### src/rtl/uart_frame_arbiter.sv
// Purpose: round-robin sharing of one Rs232_Controller between NUM_REQ frame requesters.
// Latency: req seen in IDLE at cycle k -> ctl_start at k+2; ctl_done at cycle d -> ack/rx_valid at d+1; >= 5 cycles per grant.
// Backpressure: req is a level held until ack; requests queue implicitly and are arbitrated only in IDLE, one grant at a time.
//
// Ports:
//   clk, reset             system clock, asynchronous active-high reset
//   req / req_data         per-requester request level and concatenated frames (requester i at [i*N*n +: N*n])
//   ack / rx_data/rx_valid one-cycle completion pulse to the owner plus the frame returned by the controller
//   busy / owner           high outside IDLE / current or last granted requester
//   ctl_start/ctl_data_in  start pulse and frame towards the controller
//   ctl_done/ctl_data_out  completion flag and result frame from the controller
//   timeout_err            watchdog expiry pulse
// Optional feature: define UART_ARB_TIMEOUT_EN to enable the WAIT watchdog of TIMEOUT_CYC cycles;
// without it WAIT blocks until ctl_done and timeout_err is tied low.
module uart_frame_arbiter #(
  parameter int NUM_REQ     = 4,
  parameter int N           = 8,
  parameter int n           = 8,
  parameter int TIMEOUT_CYC = 65535
) (
  input  logic                         clk,
  input  logic                         reset,
  input  logic [NUM_REQ-1:0]           req,
  input  logic [NUM_REQ*N*n-1:0]       req_data,
  output logic [NUM_REQ-1:0]           ack,
  output logic                         busy,
  output logic [$clog2(NUM_REQ)-1:0]   owner,
  output logic                         ctl_start,
  output logic [N*n-1:0]               ctl_data_in,
  input  logic                         ctl_done,
  input  logic [N*n-1:0]               ctl_data_out,
  output logic [N*n-1:0]               rx_data,
  output logic                         rx_valid,
  output logic                         timeout_err
);

  localparam int OWN_W = $clog2(NUM_REQ);
  localparam int FW    = N * n;

  if (NUM_REQ < 2 || TIMEOUT_CYC < 1) begin : g_bad_param
    $error("uart_frame_arbiter: NUM_REQ must be >= 2 and TIMEOUT_CYC >= 1");
  end

  typedef enum logic [2:0] {
    IDLE  = 3'd0,
    LOAD  = 3'd1,
    START = 3'd2,
    WAIT  = 3'd3,
    DONE  = 3'd4
  } state_t;

  state_t           state;
  state_t           state_nxt;
  logic [OWN_W-1:0] last_grant;
  logic [OWN_W-1:0] pick;
  logic [OWN_W-1:0] idx;
  logic             pick_vld;
  logic             expire;
  logic [FW-1:0]    frame_arr [NUM_REQ];

  // Unpacked view of the concatenated frames so the owner can index it directly.
  always_comb begin
    for (int i = 0; i < NUM_REQ; i++) begin
      frame_arr[i] = req_data[i*FW +: FW];
    end
  end

  // Round-robin pick: first set req bit scanning upward from last_grant+1 with
  // wrap modulo NUM_REQ, so non-power-of-2 NUM_REQ never yields an out-of-range index.
  always_comb begin
    pick     = '0;
    pick_vld = 1'b0;
    idx      = '0;
    for (int i = 1; i <= NUM_REQ; i++) begin
      idx = OWN_W'((int'(last_grant) + i) % NUM_REQ);
      if (!pick_vld && req[idx]) begin
        pick     = idx;
        pick_vld = 1'b1;
      end
    end
  end

  always_comb begin
    state_nxt = state;
    case (state)
      IDLE:    if (pick_vld) state_nxt = LOAD;
      LOAD:    state_nxt = START;
      START:   state_nxt = WAIT;
      WAIT:    if (ctl_done || expire) state_nxt = DONE;
      DONE:    state_nxt = IDLE;
      default: state_nxt = IDLE;
    endcase
  end

  always_ff @(posedge clk or posedge reset) begin
    if (reset) begin
      state <= IDLE;
    end else begin
      state <= state_nxt;
    end
  end

  // Outputs are registered from the next-state decode so that busy, ctl_start,
  // ack and rx_valid line up with the state they belong to.
  always_ff @(posedge clk or posedge reset) begin
    if (reset) begin
      last_grant  <= OWN_W'(NUM_REQ - 1);
      owner       <= '0;
      ack         <= '0;
      busy        <= 1'b0;
      ctl_start   <= 1'b0;
      ctl_data_in <= '0;
      rx_data     <= '0;
      rx_valid    <= 1'b0;
    end else begin
      busy      <= (state_nxt != IDLE);
      ctl_start <= (state_nxt == START);
      ack       <= '0;
      rx_valid  <= 1'b0;
      case (state)
        IDLE: if (pick_vld) owner <= pick;
        LOAD: ctl_data_in <= frame_arr[owner];
        WAIT: begin
          if (state_nxt == DONE) begin
            ack <= {{(NUM_REQ-1){1'b0}}, 1'b1} << owner;
            // A done coinciding with watchdog expiry counts as a normal completion.
            if (ctl_done) begin
              rx_data  <= ctl_data_out;
              rx_valid <= 1'b1;
            end
          end
        end
        DONE:    last_grant <= owner;
        default: ;
      endcase
    end
  end

`ifdef UART_ARB_TIMEOUT_EN
  localparam int CNT_W = $clog2(TIMEOUT_CYC + 1);

  logic [CNT_W-1:0] wait_cnt;

  // wait_cnt counts completed WAIT cycles; expiry fires on the cycle that would
  // make it reach TIMEOUT_CYC, so WAIT lasts exactly TIMEOUT_CYC cycles.
  assign expire = (state == WAIT) && (wait_cnt == CNT_W'(TIMEOUT_CYC - 1));

  always_ff @(posedge clk or posedge reset) begin
    if (reset) begin
      wait_cnt    <= '0;
      timeout_err <= 1'b0;
    end else begin
      timeout_err <= expire && !ctl_done;
      if (state == START) begin
        wait_cnt <= '0;
      end else if (state == WAIT) begin
        wait_cnt <= wait_cnt + 1'b1;
      end
    end
  end
`else
  assign expire      = 1'b0;
  assign timeout_err = 1'b0;
`endif

endmodule

### config.mk
export PLATFORM = sky130hd
export DESIGN_NAME = uart_frame_arbiter
export DESIGN_NICKNAME = d
export VERILOG_FILES = /design/src/rtl/uart_frame_arbiter.sv
export SDC_FILE = /design/constraint.sdc
export NUM_CORES = 1
export LEC_CHECK = 0
export CAP_MARGIN = 20
export CORE_AREA = 2 2 183 185
export CTS_BUF_LIST = sky130_fd_sc_hd__clkbuf_16
export DETAILED_ROUTE_END_ITERATION = 6
export DIE_AREA = 0 0 185 187
export GPL_ROUTABILITY_DRIVEN = 0
export GPL_TIMING_DRIVEN = 0
export HOLD_SLACK_MARGIN = 0.1
export SETUP_SLACK_MARGIN = 0.1
export SYNTH_ARGS = -nofsm -noshare
export SYNTH_HDL_FRONTEND = slang
export SYNTH_SLANG_ARGS = --single-unit
### constraint.sdc
create_clock -name clk -period 6.6 [get_ports clk]
set_clock_uncertainty 0.05 [all_clocks]
set_input_delay 0.66 -clock clk [delete_from_list [all_inputs] [get_ports clk]]
set_output_delay 0.66 -clock clk [all_outputs]
set_load 0.01 [all_outputs]
* Yosys cells after proc, flatten, opt, wreduce, memory -nomap -nowiden *
Cells that the tools add are included.

word-level totals
  bits of input ports = 327
  flip-flop bits (word level) = 142

operators by class
  muxes and demuxes = 27
  shift-type cells = 1
  order comparisons = 5
  equality and inequality tests = 6
  reduce and logical (&&, ||, !) cells = 10
  bitwise operators = 1
  add/subtract/negate cells = 4

operators by type and width
  cell                 count
  $bmux 64 s2          1
  $mux 64              2
  $lt 2x3->1 const B   4
  $pmux 3 s4           1
  $mux 1               11
  $eq 3x2->1 const B   3
  $bmux 1 s2           4
  $mux 2               4
  $mux 4               2
  $eq 3x3->1 const B   2
  $mux 3               2
  $add 2x1->2 const B  2
  $add 2x2->2 const B  2
  $shl 1x2->4 const A  1
  $eq 3x1->1 const B   1
  $ge 3x3->1 const B   1
  $logic_and 1x1->1    3
  $logic_not 1->1      3
  $logic_not 3->1      1
  $not 2->3            1
  $reduce_and 3->1     1
  $reduce_bool 3->1    1
  $reduce_and 2->1     1

* Logic depth before layout (Yosys ltp) *
  depth in word-level cells = 18
  mapped depth = 8

* Worst setup path before layout *
Ideal clock, no wire load.

  kind = input to register
  from = input port req[1]
  to = register owner[0]
  stages on the path = 3
  data required time = 6425 ps
  buffers on the path = 0
  library setup time = 125 ps
  path slack = 4897 ps
  arrival = 1529 ps
  path through = nor4_1 or4_1 mux2_2

on the way
  longest elaborated chain between the ends = 13

RTL lines
  item                               line  source
  from (decl)                        23    input logic [NUM_REQ-1:0] req,
  $bmux 1 s2                         76    if (!pick_vld && req[idx]) begin
  $mux 1 (implied by the code)       76
  $mux 1                             76
  $logic_not 1->1                    76
  $logic_and 1x1->1                  76
  $mux 1                             76
  $logic_not 1->1                    76
  $logic_and 1x1->1                  76
  $mux 1                             76
  $logic_not 1->1                    76
  $logic_and 1x1->1                  76
  $mux 1                             76
  $reduce_and 2->1 (no source line)  --
  to (signal assigned)               121   IDLE: if (pick_vld) owner <= pick;
  to (decl)                          27    output logic [$clog2(NUM_REQ)-1:0] owner,

Parallel ways exist; a longest one is shown, timed or not. The select of a mux whose other input is x is not followed.
A chain may end at the register's enable or synchronous reset.

* Worst setup path after layout *
Same ends and word-level chain as after synthesis.

==> impl_metrics.csv <==
group,metric,value,unit
clock_tree,cts_setup_buffers,0,
die,die-area,0.0346,mm^2
grt,grt_pass1_vias,6690,
setup_path,worst_ep_required_time,6.88,ns
synthesis,syn_nets,868,
die,die_h,187,um
sta,drv_slew,0,
grt,antenna_found_initial,9,
clock_tree,clockRootBuffer,"clkbuf_16",
setup_path,critPathBufInv,1,
placed_design,dpl-instance-area,0.0122,mm^2
layout,layout_common_cells,"clkdlybuf4s50_1, nand2_1, dfrtp_1",
clock_tree,clk_path_buf_depth,2,
layout,areaGrowthSynthToFinish,84.0,%
sta,finalSetupViolCount,0,
grt,grt_pass1_wl,41900,um
layout,fill_cells,3211,
route,viasPerCell,4.22,
pwr,power_density,414,mW/mm^2
die,num_rows,67,
grt,grt_max_degree,80,
sta,fmax,416,MHz
synthesis,synth_cell_types,28,
route,avgRoutedWirePerCell,19.6,um
placed_design,port_buffers,463,
setup_path,worstSetupEndpointType,"register",
clock_tree,cts_tree,"yes",
sta,rsz0062_at_grt,"false",
synthesis,synth_top_cells_by_area,"dfrtp_1, mux4_2, nand2_1",
sta,period_needed,2.40,ns
pwr,p_leak,5.30,nW
sta,tightest_slew,0.922,ns
grt,grt-ovfl-total,0,
route,ant_nets,0,
route,routed_wl,29200,um
status,status,"complete, no violations",
synthesis,seq_area_frac_synth,0.512,
route,drtIter0Drc,167,
synthesis,syn_area,0.00695,mm^2
hold_path,hp-class,"register to register",
die,ios,465,
setup_path,worstSetupPathType,"input port to register",
clock_tree,numCtsBuffers,17,
setup_path,slowest_stage,"nor4_1",
sta,finalCritPeriodShare,0.364,
layout,stdcell_area,0.0128,mm^2
synthesis,synth.avg_cell_area,12.8,um^2
placed_design,hpwl,23800,um
layout,fin_util,0.389,
setup_path,worstPathArrival,2.68,ns
setup_path,critPathMaxStageDelay,0.83,ns
route,drtPass1Iterations,4,
sta,fin_tns_setup,0,ns
setup_path,cp_top_family,"simple AND/OR/NAND/NOR gates",
setup_path,reg2reg_depth,4,
grt,grt_usage,0.167,
synthesis,synth_area_leader_cell,"dfrtp_1",
layout,final_nets,1351,
die,start_util,0.211,
clock_tree,cts_resized,0,
synthesis,synth_seq_cells,142,
layout,instances_no_fill,1489,
clock_tree,clkSinkCount,142,
die,coreArea,0.0329,mm^2
layout,mostFrequentLayoutCell,"clkdlybuf4s50_1",
setup_path,path_max_fanout,5,
pwr,ir_drop,0.201,mV
clock_tree,clk_latency,0.44,ns
placed_design,numPlacedInstances,1453,
synthesis,synth_top_cell_area_share,0.504,
route,drc,0,
hold_path,whs_path_depth,2,
setup_path,path_cells,"clkdlybuf4s50_1 > nor4_1 > or4_1 > mux2_2",
clock_tree,cts_hold_buffers,0,
clock_tree,h-tree-depth,4,
run,max_cap_violations,0,
sta,hold_viol_final,0,
sta,relSlewSlack,0.380,
setup_path,startpoint_type,"input port",
clock_tree,path_clk_slew,0.07,ns
synthesis,netlist_instances,541,
route,vias,6283,
synthesis,yosysWarnings,0,
layout,layout-drive-gt1-share,0.186,
setup_path,cp.depth,4,
die,fp.dieW,185,um
## through the flow
step	setup WS (ns)	hold slack [ns]	power (mW)
2_1_floorplan	2.08	0.437	2.95
3_3_place_gp	-0.379	0.408	4.32
3_5_place_dp	3.55	0.411	4.36
4_1_cts	4.03	0.427	5.38
5_1_grt	4.05	0.448	5.61
6_report	4.20	0.425	5.29
## power by group
| group | switching [mW] | internal [mW] |
|---|---|---|
| Sequential | 0.236 | 1.30 |
| Clock | 0.405 | 0.592 |
| Combinational | 1.13 | 1.63 |
## state kept, by name, summed over array words and instances (netlist names)
name         count
last_grant       2
busy             1
ack              4
rx_valid         1
ctl_data_in     64
rx_data         64
state            3
ctl_start        1
owner            2
## per-layer routing
| layer | routed length (um) | GRT usage |
|---|---|---|
| met1 | 11100 | 0.181 |
| met2 | 14300 | 0.282 |
| met3 | 3210 | 0.0763 |
| met4 | 544 | 0.0623 |
| met5 | 55 | 0 |
## synthesized netlist by cell type
master     instances
buf_4             11
nand2b_1           2
buf_6              8
o31ai_1            1
nand2_1          197
nor3b_1            2
mux2_2            63
a21boi_0           1
clkbuf_1          11
conb_1             1
or4_1              1
buf_2              9
and3_1             2
a2bb2oi_1          1
nor4_1             1
nor3_1             2
a21oi_1            3
inv_2              1
dfrtp_1          140
o32a_1             1
dfstp_2            2
o21ai_0            3
nor2_1             3
mux2i_1            1
mux2_4             4
inv_1              5
nand3b_1           1
mux4_2            64
## worst min-delay path, stage by stage, from the launching register on
cell and delay, ns:
dfrtp_1 0.34, nand2_1 0.05, nand2_1 0.05
## cells by family (layout without fill, tap and decap cells)
| logic type | count (synthesis) | after routing | synth area share |
|---|---|---|---|
| other | 1 | 5 | 0.000540 |
| AOI/OAI and AO/OA | 10 | 10 | 0.00918 |
| buffers and inverters | 45 | 541 | 0.0405 |
| and+or+nand+nor | 211 | 211 | 0.118 |
| muxes | 132 | 132 | 0.320 |
| DFF | 142 | 142 | 0.512 |
## path summary, 6_finish.rpt
| path | slack [ns] | startpoint | endpoint |
|---|---|---|---|
| worst max-delay path | 4.20 | req[1] | owner[0] |
| worst max register to register | 4.43 | owner[1] | ctl_data_in[59] |
| worst min register to register | 0.43 | rx_data[22] | rx_data[22] |
| min in group asynchronous | 0.62 | reset | ctl_data_in[11] |
| max in group asynchronous | 5.03 | reset | rx_data[63] |
| worst min-delay path | 0.43 | rx_data[22] | rx_data[22] |
## layout make-up
cell class / count / area (um^2) / share of cell area
Tap cell: 448 / 561 / 0.0439
Multi-Input combinational cell: 354 / 3110 / 0.243
Inverter: 6 / 27.5 / 0.00215
Sequential cell: 142 / 3560 / 0.278
Clock buffer: 17 / 425 / 0.0333
Clock inverter: 15 / 171 / 0.0134
Timing Repair Buffer: 464 / 4660 / 0.365
Buffer: 39 / 259 / 0.0203
Antenna cell: 4 / 10.0 / 0.000783
Note: power is estimated with default switching activity, not from simulation.
